==> src/rtl/tc_issue_arbiter.sv <==
// ---------------------------------------------------------------------------
// tc_issue_arbiter
//
// Purpose:
//   Round-robin issue arbiter in front of a tensor core. Up to NUM_REQ warps
//   present an operation (opaque payload plus destination register index).
//   One warp at a time is accepted into a single-entry issue register, which
//   drives the tensor core input. Operations in flight are counted and capped
//   at MAX_OUT. Results coming back from the tensor core are routed to the
//   owning warp through the warp-id field of the returned tag. A flush
//   request stops acceptance, waits until everything in flight has returned,
//   and then pulses flush_done_o.
//
// Ports:
//   clk            clock, rising edge
//   rst_n          asynchronous reset, active HIGH (the name is historical)
//   req_valid      per-warp request valid                      [NUM_REQ]
//   req_ready      per-warp accept strobe, one-hot or zero     [NUM_REQ]
//   req_payload    per-warp payload, warp i at [i*PAYLOAD_W +: PAYLOAD_W]
//   req_idxw       per-warp destination index, warp i at [i*8 +: 8]
//   tc_in_valid    issue valid toward the tensor core
//   tc_in_ready    tensor core accepts the issue
//   tc_in_payload  issued payload
//   tc_in_tag      {idxw, warp id} travelling with the payload
//   tc_out_valid   tensor core result valid
//   tc_out_tag     tag returned with the result
//   tc_out_ready   result may leave the tensor core
//   resp_valid     result valid routed to the owning warp      [NUM_REQ]
//   resp_ready     per-warp result acceptance                  [NUM_REQ]
//   flush_i        stop issuing and drain
//   flush_done_o   single-cycle pulse once the drain is complete
//   outstanding_o  operations accepted but not yet returned
// ---------------------------------------------------------------------------
module tc_issue_arbiter #(
   parameter int NUM_REQ   = 4,
   parameter int PAYLOAD_W = 64,
   parameter int MAX_OUT   = 4,
   localparam int WID_W    = (NUM_REQ > 1) ? $clog2(NUM_REQ) : 1,
   localparam int CNT_W    = $clog2(MAX_OUT + 1),
   localparam int TAG_W    = 8 + WID_W
) (
   input  logic                         clk,
   input  logic                         rst_n,
   input  logic [NUM_REQ-1:0]           req_valid,
   output logic [NUM_REQ-1:0]           req_ready,
   input  logic [NUM_REQ*PAYLOAD_W-1:0] req_payload,
   input  logic [NUM_REQ*8-1:0]         req_idxw,
   output logic                         tc_in_valid,
   input  logic                         tc_in_ready,
   output logic [PAYLOAD_W-1:0]         tc_in_payload,
   output logic [TAG_W-1:0]             tc_in_tag,
   input  logic                         tc_out_valid,
   input  logic [TAG_W-1:0]             tc_out_tag,
   output logic                         tc_out_ready,
   output logic [NUM_REQ-1:0]           resp_valid,
   input  logic [NUM_REQ-1:0]           resp_ready,
   input  logic                         flush_i,
   output logic                         flush_done_o,
   output logic [CNT_W-1:0]             outstanding_o
);

   typedef enum logic [1:0] {
      ST_ISSUE = 2'd0,
      ST_DRAIN = 2'd1,
      ST_DONE  = 2'd2
   } state_t;

   state_t                 state_reg, state_next;
   logic                   done_seen_reg, done_seen_next;
   logic                   issue_valid_reg, issue_valid_next;
   logic [PAYLOAD_W-1:0]   issue_payload_reg, issue_payload_next;
   logic [TAG_W-1:0]       issue_tag_reg, issue_tag_next;
   logic [WID_W-1:0]       rr_ptr_reg, rr_ptr_next;
   logic [CNT_W-1:0]       outstanding_reg, outstanding_next;

   // Per-warp views of the flattened request buses.
   logic [PAYLOAD_W-1:0]   pay_arr  [NUM_REQ];
   logic [7:0]             idxw_arr [NUM_REQ];

   logic [WID_W-1:0]       ret_wid;
   logic                   out_hs;
   logic                   out_dec;
   logic                   room;
   logic                   slot_free;
   logic                   accept_en;
   logic                   grant_found;
   logic [WID_W-1:0]       grant_wid;
   logic                   accept;

   // ------------------------------------------------------------------
   // Request unpacking and response routing
   // ------------------------------------------------------------------
   assign ret_wid = tc_out_tag[WID_W-1:0];

   generate
      for (genvar gi = 0; gi < NUM_REQ; gi++) begin : g_warp
         assign pay_arr[gi]    = req_payload[gi*PAYLOAD_W +: PAYLOAD_W];
         assign idxw_arr[gi]   = req_idxw[gi*8 +: 8];
         assign resp_valid[gi] = tc_out_valid && (ret_wid == WID_W'(gi));
         assign req_ready[gi]  = accept && (grant_wid == WID_W'(gi));
      end
   endgenerate

   // A tag naming a non-existent warp is never handed to anyone.
   always_comb begin
      tc_out_ready = 1'b0;
      for (int i = 0; i < NUM_REQ; i++) begin
         if (ret_wid == WID_W'(i)) begin
            tc_out_ready = resp_ready[i];
         end
      end
   end

   assign out_hs  = tc_out_valid && tc_out_ready;
   // Results arriving after a reset belong to nothing we counted.
   assign out_dec = out_hs && (outstanding_reg != '0);

   // ------------------------------------------------------------------
   // Acceptance enable
   // ------------------------------------------------------------------
   // A returning result frees a slot in the same cycle, so a full core can
   // still take a new request when a handshake coincides.
   assign room      = (outstanding_reg < CNT_W'(MAX_OUT)) || out_hs;
   assign slot_free = !issue_valid_reg || tc_in_ready;
   // Reset is folded in so nothing is granted while reset is held.
   assign accept_en = !rst_n && (state_reg == ST_ISSUE) && !flush_i &&
                      slot_free && room;

   // ------------------------------------------------------------------
   // Round-robin search: first requester at or after rr_ptr_reg
   // ------------------------------------------------------------------
   always_comb begin
      logic [WID_W:0] cand;
      grant_found = 1'b0;
      grant_wid   = '0;
      cand        = '0;
      for (int off = 0; off < NUM_REQ; off++) begin
         cand = {1'b0, rr_ptr_reg} + (WID_W+1)'(off);
         if (cand >= (WID_W+1)'(NUM_REQ)) begin
            cand = cand - (WID_W+1)'(NUM_REQ);
         end
         if (!grant_found && req_valid[cand[WID_W-1:0]]) begin
            grant_found = 1'b1;
            grant_wid   = cand[WID_W-1:0];
         end
      end
   end

   assign accept = accept_en && grant_found;

   // ------------------------------------------------------------------
   // Issue register, pointer and outstanding counter next-state
   // ------------------------------------------------------------------
   always_comb begin
      issue_valid_next   = issue_valid_reg;
      issue_payload_next = issue_payload_reg;
      issue_tag_next     = issue_tag_reg;
      rr_ptr_next        = rr_ptr_reg;
      outstanding_next   = outstanding_reg;

      if (accept) begin
         issue_valid_next   = 1'b1;
         issue_payload_next = pay_arr[grant_wid];
         issue_tag_next     = {idxw_arr[grant_wid], grant_wid};
         rr_ptr_next        = (grant_wid == WID_W'(NUM_REQ - 1)) ?
                              '0 : grant_wid + WID_W'(1);
      end else if (tc_in_ready) begin
         issue_valid_next   = 1'b0;
      end

      case ({accept, out_dec})
         2'b10:   outstanding_next = outstanding_reg + CNT_W'(1);
         2'b01:   outstanding_next = outstanding_reg - CNT_W'(1);
         default: outstanding_next = outstanding_reg;
      endcase
   end

   // ------------------------------------------------------------------
   // Flush FSM: next state and outputs
   // ------------------------------------------------------------------
   always_comb begin
      state_next     = state_reg;
      done_seen_next = 1'b0;
      flush_done_o   = 1'b0;
      case (state_reg)
         ST_ISSUE: begin
            if (flush_i) begin
               state_next = ST_DRAIN;
            end
         end
         ST_DRAIN: begin
            if ((outstanding_reg == '0) && !issue_valid_reg) begin
               state_next = ST_DONE;
            end
         end
         ST_DONE: begin
            // Pulse only on the first DONE cycle; linger quietly while the
            // flush request is still held.
            done_seen_next = 1'b1;
            flush_done_o   = !done_seen_reg;
            if (!flush_i) begin
               state_next = ST_ISSUE;
            end
         end
         default: begin
            state_next = ST_ISSUE;
         end
      endcase
   end

   // ------------------------------------------------------------------
   // State registers
   // ------------------------------------------------------------------
   always_ff @(posedge clk or posedge rst_n) begin
      if (rst_n) begin
         state_reg         <= ST_ISSUE;
         done_seen_reg     <= 1'b0;
         issue_valid_reg   <= 1'b0;
         issue_payload_reg <= '0;
         issue_tag_reg     <= '0;
         rr_ptr_reg        <= '0;
         outstanding_reg   <= '0;
      end else begin
         state_reg         <= state_next;
         done_seen_reg     <= done_seen_next;
         issue_valid_reg   <= issue_valid_next;
         issue_payload_reg <= issue_payload_next;
         issue_tag_reg     <= issue_tag_next;
         rr_ptr_reg        <= rr_ptr_next;
         outstanding_reg   <= outstanding_next;
      end
   end

   assign tc_in_valid   = issue_valid_reg;
   assign tc_in_payload = issue_payload_reg;
   assign tc_in_tag     = issue_tag_reg;
   assign outstanding_o = outstanding_reg;

endmodule

==> config.mk <==
export PLATFORM = sky130hd
export DESIGN_NAME = tc_issue_arbiter
export DESIGN_NICKNAME = d
export VERILOG_FILES = /design/src/rtl/tc_issue_arbiter.sv
export SDC_FILE = /design/constraint.sdc
export NUM_CORES = 1
export LEC_CHECK = 0
export ABC_AREA = 1
export BUFFER_PORTS_ARGS = -buffer_cell sky130_fd_sc_hd__buf_2
export CORE_AREA = 2 2 154 156
export DETAILED_ROUTE_END_ITERATION = 8
export DIE_AREA = 0 0 156 158
export RECOVER_POWER = 25
export SLEW_MARGIN = 20
export SYNTH_ARGS = -nofsm -noshare
export SYNTH_HDL_FRONTEND = slang
export SYNTH_SLANG_ARGS = --single-unit
==> constraint.sdc <==
create_clock -name clk -period 3.95 [get_ports clk]
set_clock_uncertainty 0.05 [all_clocks]
set_input_delay 0.395 -clock clk [delete_from_list [all_inputs] [get_ports clk]]
set_output_delay 0.395 -clock clk [all_outputs]
set_load 0.005 [all_outputs]
==> impl_metrics.py, run 1 <==
metrics = {
    "power_and_ir_drop": {
        "peakVddDrop_mv": 0.656,
        "power_density_mw_per_mm2": 742,
        "p_leak_nw": 5.47,
        "power.total_mw": 6.57,
    },
    "setup_path": {
        "required_ns": 3.50,
        "startpoint": "rr_ptr_reg[0]",
        "arrival_ns": 2.95,
        "critPathKind": "reg2out",
        "reg2reg_from": "rr_ptr_reg[0]",
        "cp_max_fo": 32,
        "endpoint_kind": "output pin",
        "rr_worst_depth": 13,
        "start_kind": "flip-flop",
    },
    "place": {
        "gp_congestion": 0.846,
        "io_buffers": 390,
        "placed_area_mm2": 0.00862,
        "hpwlAfterDp_um": 17600,
        "detailedPlace.worstSlack_ns": 0.865,
    },
    "cts": {
        "worstSkewPairLatency_ns": 0.34,
        "cts_setup_buffers": 0,
        "cts_tree": "done",
        "cts_resized": 0,
        "numCtsBuffers": 9,
        "cts_max_path_buffers": 2,
        "cts_hold_buf": 0,
        "clock_sinks": 83,
        "cts-root-buf": "clkbuf_16",
        "htreeDepth": 3,
        "clk_pin_slew_ns": 0.07,
    },
    "min_path": {
        "min_from": "flush_i",
        "min_path_type": "in2reg",
        "worstHoldPathCells": 3,
    },
    "timing": {
        "final_max_slew_viol_count": 41,
        "maxSlewHeadroom_pct": -51.2,
        "layout_setup_ws_ns": 0.552,
        "min_period_ns": 3.40,
        "setup_tns_ns": 0,
        "final-hold-violation-count": 0,
        "rsz0062_at_grt": "no",
        "fmax_mhz": 294,
        "worstMarginPinSlew_ns": 2.27,
        "finalSetupViolations": 0,
        "period_share_pct": 86.0,
    },
    "grt": {
        "grt_pass1_vias": 6889,
        "grt-ovfl-total": 0,
        "grt_pass1_wl_um": 34700,
        "track_usage_pct": 17.8,
        "grt_max_degree": 88,
        "antenna_found_initial": 1,
    },
    "synthesis": {
        "synth.area.top_cells": "dfrtp_1, nand2_1, nand3_1",
        "yosysWarnings": 0,
        "yosysSeqAreaShare_pct": 31.7,
        "yosysTopAreaCell": "dfrtp_1",
        "ys_ff_latch": 83,
        "syn_area_mm2": 0.00655,
        "yosysUniqueCellTypes": 32,
        "avgSynthCellArea_um2": 6.11,
        "syn_nets": 1390,
        "synth_top_area_share_pct": 31.7,
        "netlist_instances": 1073,
    },
    "die": {
        "io_pins": 399,
        "start_util_pct": 28.4,
        "rows": 56,
        "die_x_um": 156,
        "placeableCoreArea_mm2": 0.0231,
        "die_area_mm2": 0.0246,
        "dieHeight_um": 158,
    },
    "layout": {
        "largest_register_ffs": 64,
        "fillers": 2558,
        "postLayoutCellArea_mm2": 0.00885,
        "area_delta_synth_final_pct": 35.1,
        "nets": 1742,
        "num_antenna_cells": 0,
        "drive_above_1_share_pct": 29.1,
        "post-route-util_pct": 38.4,
    },
    "detailed_routing": {
        "drt_first_iter_violations": 371,
        "drc": 0,
        "vias": 7647,
        "wl_per_cell_um": 13.5,
        "drt_wl_total_um": 23200,
        "firstDrtPassIters": 5,
        "vias_per_cell": 4.45,
        "postRouteAntennaNets": 0,
    },
    "run_status": {
        "violations": "capacitance limit, slew limit",
        "outcome": "finished, violations left",
    },
    "job": {
        "maxCapViolations": 1,
    },
}
[path summary, 6_finish.rpt]
path / endpoint / slack (ns)
min: state_reg[1] / 0.27
min in group asynchronous: outstanding_o[1] / 0.89
min reg2reg: tc_in_tag[2] / 0.43
max reg2reg: tc_in_payload[33] / 0.88
max in group asynchronous: tc_in_payload[38] / 1.37
max: req_ready[3] / 0.55
[metal layers]
| metal | up-vias | global-route usage [%] | part of all wire [%] |
|---|---|---|---|
| li1 | 3946 | - | - |
| met1 | 3402 | 22.0 | 42 |
| met2 | 274 | 31.7 | 49 |
| met5 | - | 0 | 0.056 |
| met3 | 23 | 3.72 | 6.6 |
| met4 | 2 | 4.59 | 1.5 |
[critical path, cell delays in order, from the launching register on]
cell     delay [ns]
dfrtp_1        0.54
inv_2          0.14
nand2_1        0.08
nand2_1        0.10
nand2_1        0.09
nand2_1        0.08
nor2_4         0.12
nand3_2        0.10
nand2_2        0.13
nand2_8        0.16
inv_2          0.50
ha_1           0.28
inv_1          0.04
nor2_1         0.11
buf_2          0.13
[cells by family after synthesis]
| group | count (synthesis) | synth area share, % |
|---|---|---|
| simple gates | 734 | 50.2 |
| fa+ha+maj | 6 | 1.26 |
| buf+inv | 236 | 15.5 |
| xor+xnor | 2 | 0.267 |
| compound gates | 12 | 1.05 |
| flops | 83 | 31.7 |
[area by class of cell]
class	instances	area [um^2]	area share, %
multi-input combinational	754	3470	39.2
sequential	83	2080	23.5
timing repair buffer	402	2020	22.8
inverter	175	661	7.46
tap	290	363	4.10
clock buffer	11	233	2.63
clock inverter	4	28.8	0.325
[synthesized netlist by cell type]
library cell	instances
nor3_2	1
inv_4	1
a21oi_1	3
nand2_2	4
dfrtp_1	83
xor2_1	1
o31ai_1	1
o21ai_0	3
nor2_1	15
nand2_1	440
nand2_4	2
ha_1	5
buf_2	39
nor3_1	4
clkbuf_1	8
nand3_1	189
nor2_8	2
buf_6	7
o21ai_1	1
buf_4	7
o22ai_1	1
nand3_2	2
o21a_1	1
or2_1	51
xnor2_1	1
nand3b_1	21
inv_1	169
nand4_1	2
a31oi_1	2
fa_1	1
nor2_4	1
inv_2	5
[stage by stage]
stage	cells	hold slack, ns
2_1_floorplan	1073	0.403
3_3_place_gp	1704	0.410
3_5_place_dp	1704	0.414
4_1_cts	1719	0.166
5_1_grt	1719	0.265
6_report	1719	0.266
[power breakdown]
| group | leakage [nW] | internal [mW] | switching [mW] | total [mW] |
|---|---|---|---|---|
| combinational | 4.30 | 1.47 | 2.88 | 4.35 |
| sequential | 1.05 | 1.23 | 0.218 | 1.44 |
| clock | 0.122 | 0.423 | 0.348 | 0.771 |
| total | 5.47 | 3.12 | 3.45 | 6.57 |
[layout by cell type (no fill, tap or decap)]
| master | n |
|---|---|
| nand3_2 | 2 |
| clkbuf_16 | 9 |
| clkinv_4 | 1 |
| nor3_2 | 1 |
| nand3b_1 | 21 |
| o21ai_0 | 3 |
| xor2_1 | 1 |
| clkinv_2 | 1 |
| nand2_4 | 2 |
| nand4_1 | 2 |
| nand2_2 | 3 |
| or2_1 | 51 |
| nor3_1 | 4 |
| o21ai_1 | 1 |
| clkbuf_1 | 20 |
| o31ai_1 | 1 |
| nand2_8 | 1 |
| buf_4 | 11 |
| xnor2_1 | 1 |
| inv_4 | 1 |
| fa_1 | 1 |
| nand3_1 | 189 |
| a31oi_1 | 2 |
| buf_2 | 373 |
| nor2_1 | 15 |
| nand2_1 | 440 |
| inv_1 | 168 |
| ha_1 | 5 |
| o21a_1 | 1 |
| dfrtp_1 | 83 |
| a21oi_1 | 3 |
| o22ai_1 | 1 |
| nor2_8 | 2 |
| nor2_4 | 1 |
| inv_2 | 5 |
| clkinvlp_2 | 1 |
| clkinvlp_4 | 2 |
Note: power is estimated with default switching activity, not from simulation.
==> run 2: changes to the inputs <==
Settings changed: CTS_CLUSTER_DIAMETER set to 120, REMOVE_ABC_BUFFERS set to 1.
==> impl_metrics.py, run 2 (synthesis results as in run 1) <==
metrics = {
    "setup_path": {
        "slowest_stage": "dfrtp_1",
        "cp_max_fo": 48,
        "arrival_ns": 3.02,
        "endpoint_kind": "output pin",
        "cp_cell_sequence": "inv_2 -> nand2_1 -> nand2_1 -> nand2_1 -> nand2_1 -> nor2_4 -> nand2_1 -> nor2_1 -> inv_1 -> nand2_4 -> buf_4 -> nor2_1 -> buf_2",
        "start_kind": "flip-flop",
        "critPathKind": "reg2out",
        "cpPeakStageDelay_ns": 0.55,
        "cpMostUsedCell": "nand2_1",
        "required_ns": 3.50,
    },
    "die": {
        "rows": 56,
        "dieHeight_um": 158,
        "io_pins": 399,
        "start_util_pct": 28.4,
        "die_area_mm2": 0.0246,
        "placeableCoreArea_mm2": 0.0231,
        "die_x_um": 156,
    },
    "grt": {
        "grt_pass1_wl_um": 35000,
        "grt_pass1_vias": 6946,
        "grt_max_degree": 83,
        "antenna_found_initial": 0,
        "grt-ovfl-total": 0,
        "track_usage_pct": 17.9,
    },
    "detailed_routing": {
        "vias_per_cell": 4.44,
        "firstDrtPassIters": 5,
        "vias": 7612,
        "drt_wl_total_um": 22600,
        "wl_per_cell_um": 13.2,
        "drt_first_iter_violations": 475,
        "postRouteAntennaNets": 0,
        "drc": 0,
    },
    "cts": {
        "cts_setup_buffers": 0,
        "cts_tree": "done",
        "cts_resized": 0,
        "cts-root-buf": "clkbuf_16",
        "cts_hold_buf": 0,
        "cts_max_path_buffers": 2,
        "clk_pin_slew_ns": 0.06,
        "htreeDepth": 3,
        "clock_sinks": 83,
        "numCtsBuffers": 9,
        "worstSkewPairLatency_ns": 0.34,
    },
    "layout": {
        "area_delta_synth_final_pct": 35.1,
        "final_common_cell": "nand2_1",
        "drive_above_1_share_pct": 29.1,
        "postLayoutCellArea_mm2": 0.00886,
        "nets": 1738,
        "largest_register_ffs": 64,
        "layoutNonFillerInstCount": 1715,
        "mostFrequentLayoutCells": "nand2_1, buf_2, nand3_1",
        "num_antenna_cells": 0,
    },
    "timing": {
        "fmax_mhz": 289,
        "min_period_ns": 3.46,
        "finalSetupViolations": 0,
        "maxSlewHeadroom_pct": -54.9,
        "final_max_slew_viol_count": 42,
        "period_share_pct": 87.7,
        "final-hold-violation-count": 0,
        "rsz0062_at_grt": "no",
        "worstMarginPinSlew_ns": 2.32,
    },
    "min_path": {
        "min_path_type": "in2reg",
    },
    "place": {
        "io_buffers": 390,
        "place_inst": 1700,
        "hpwlAfterDp_um": 17100,
        "gp_congestion": 0.818,
        "placed_area_mm2": 0.00859,
    },
    "job": {
        "maxCapViolations": 1,
    },
    "run_status": {
        "violations": "capacitance limit, slew limit",
        "outcome": "finished, violations left",
    },
    "power_and_ir_drop": {
        "p_leak_nw": 5.47,
        "power_density_mw_per_mm2": 746,
        "peakVddDrop_mv": 0.328,
    },
}
[run 2: changes by cell type in the layout (fill, tap and decap cells not counted)]
cell and change:
bufinv_16 +1, clkbuf_1 -4, buf_4 -4, inv_6 +1
inv_2 -1, inv_1 +1, clkinvlp_4 +1, clkinv_4 -1
buf_2 +2
[run 2: through the flow]
step                      setup slack, ns  util, %  TNS (ns)  power (mW)  hold slack, ns
after global placement              0.859     37.3         0        5.84           0.407
after CTS                           0.442     38.5         0        6.75           0.170
final                               0.485     38.4         0        6.60           0.262
after global routing                0.152     38.4         0        7.37           0.273
after detailed placement            0.851     37.3         0        5.88           0.413
after floorplan                    -0.461        -    -13.13        4.33           0.403
[run 2: worst paths after layout]
path | slack [ns] | cells after the start | startpoint | end
worst min register to register | 0.42 | 2 | tc_in_payload[39] | tc_in_payload[39]
min in group asynchronous | 0.90 | 3 | rst_n | outstanding_o[1]
worst max-delay path | 0.49 | 13 | rr_ptr_reg[0] | req_ready[2]
worst min-delay path | 0.26 | 4 | tc_in_ready | tc_in_valid
worst max register to register | 0.87 | 16 | rr_ptr_reg[0] | outstanding_o[2]
max in group asynchronous | 1.35 | 4 | rst_n | tc_in_payload[8]
[run 2: layout make-up]
type,instances,area [um^2]
fillers,2523,14200
multi-input cells,754,3470
flip-flops and latches,83,2080
repair buffers,398,1990
inverters,175,661
well taps,290,363
clock buffers,9,225
clock inverters,6,66.3
[run 2: report_power, final]
part | switching [mW] | internal, mW | leakage (nW)
Sequential | 0.211 | 1.23 | 1.05
Combinational | 2.86 | 1.46 | 4.29
Clock | 0.357 | 0.487 | 0.134
[run 2: routing by layer]
layer | part of all wire [%] | wire length (um) | vias up | global-route usage [%]
met4 | 1.7 | 380 | 0 | 4.67
met1 | 43 | 9680 | 3388 | 21.9
met3 | 6.3 | 1430 | 23 | 3.86
met5 | 0 | 0 | - | 0
met2 | 49 | 11100 | 257 | 31.9
li1 | - | - | 3944 | -
[run 2: worst max-delay path, delay by kind of cell (launching register included)]
family / cells / cell delay, ns
buffers and inverters: 4 / 0.94
flip-flops: 1 / 0.55
AND/OR/NAND/NOR: 9 / 1.15
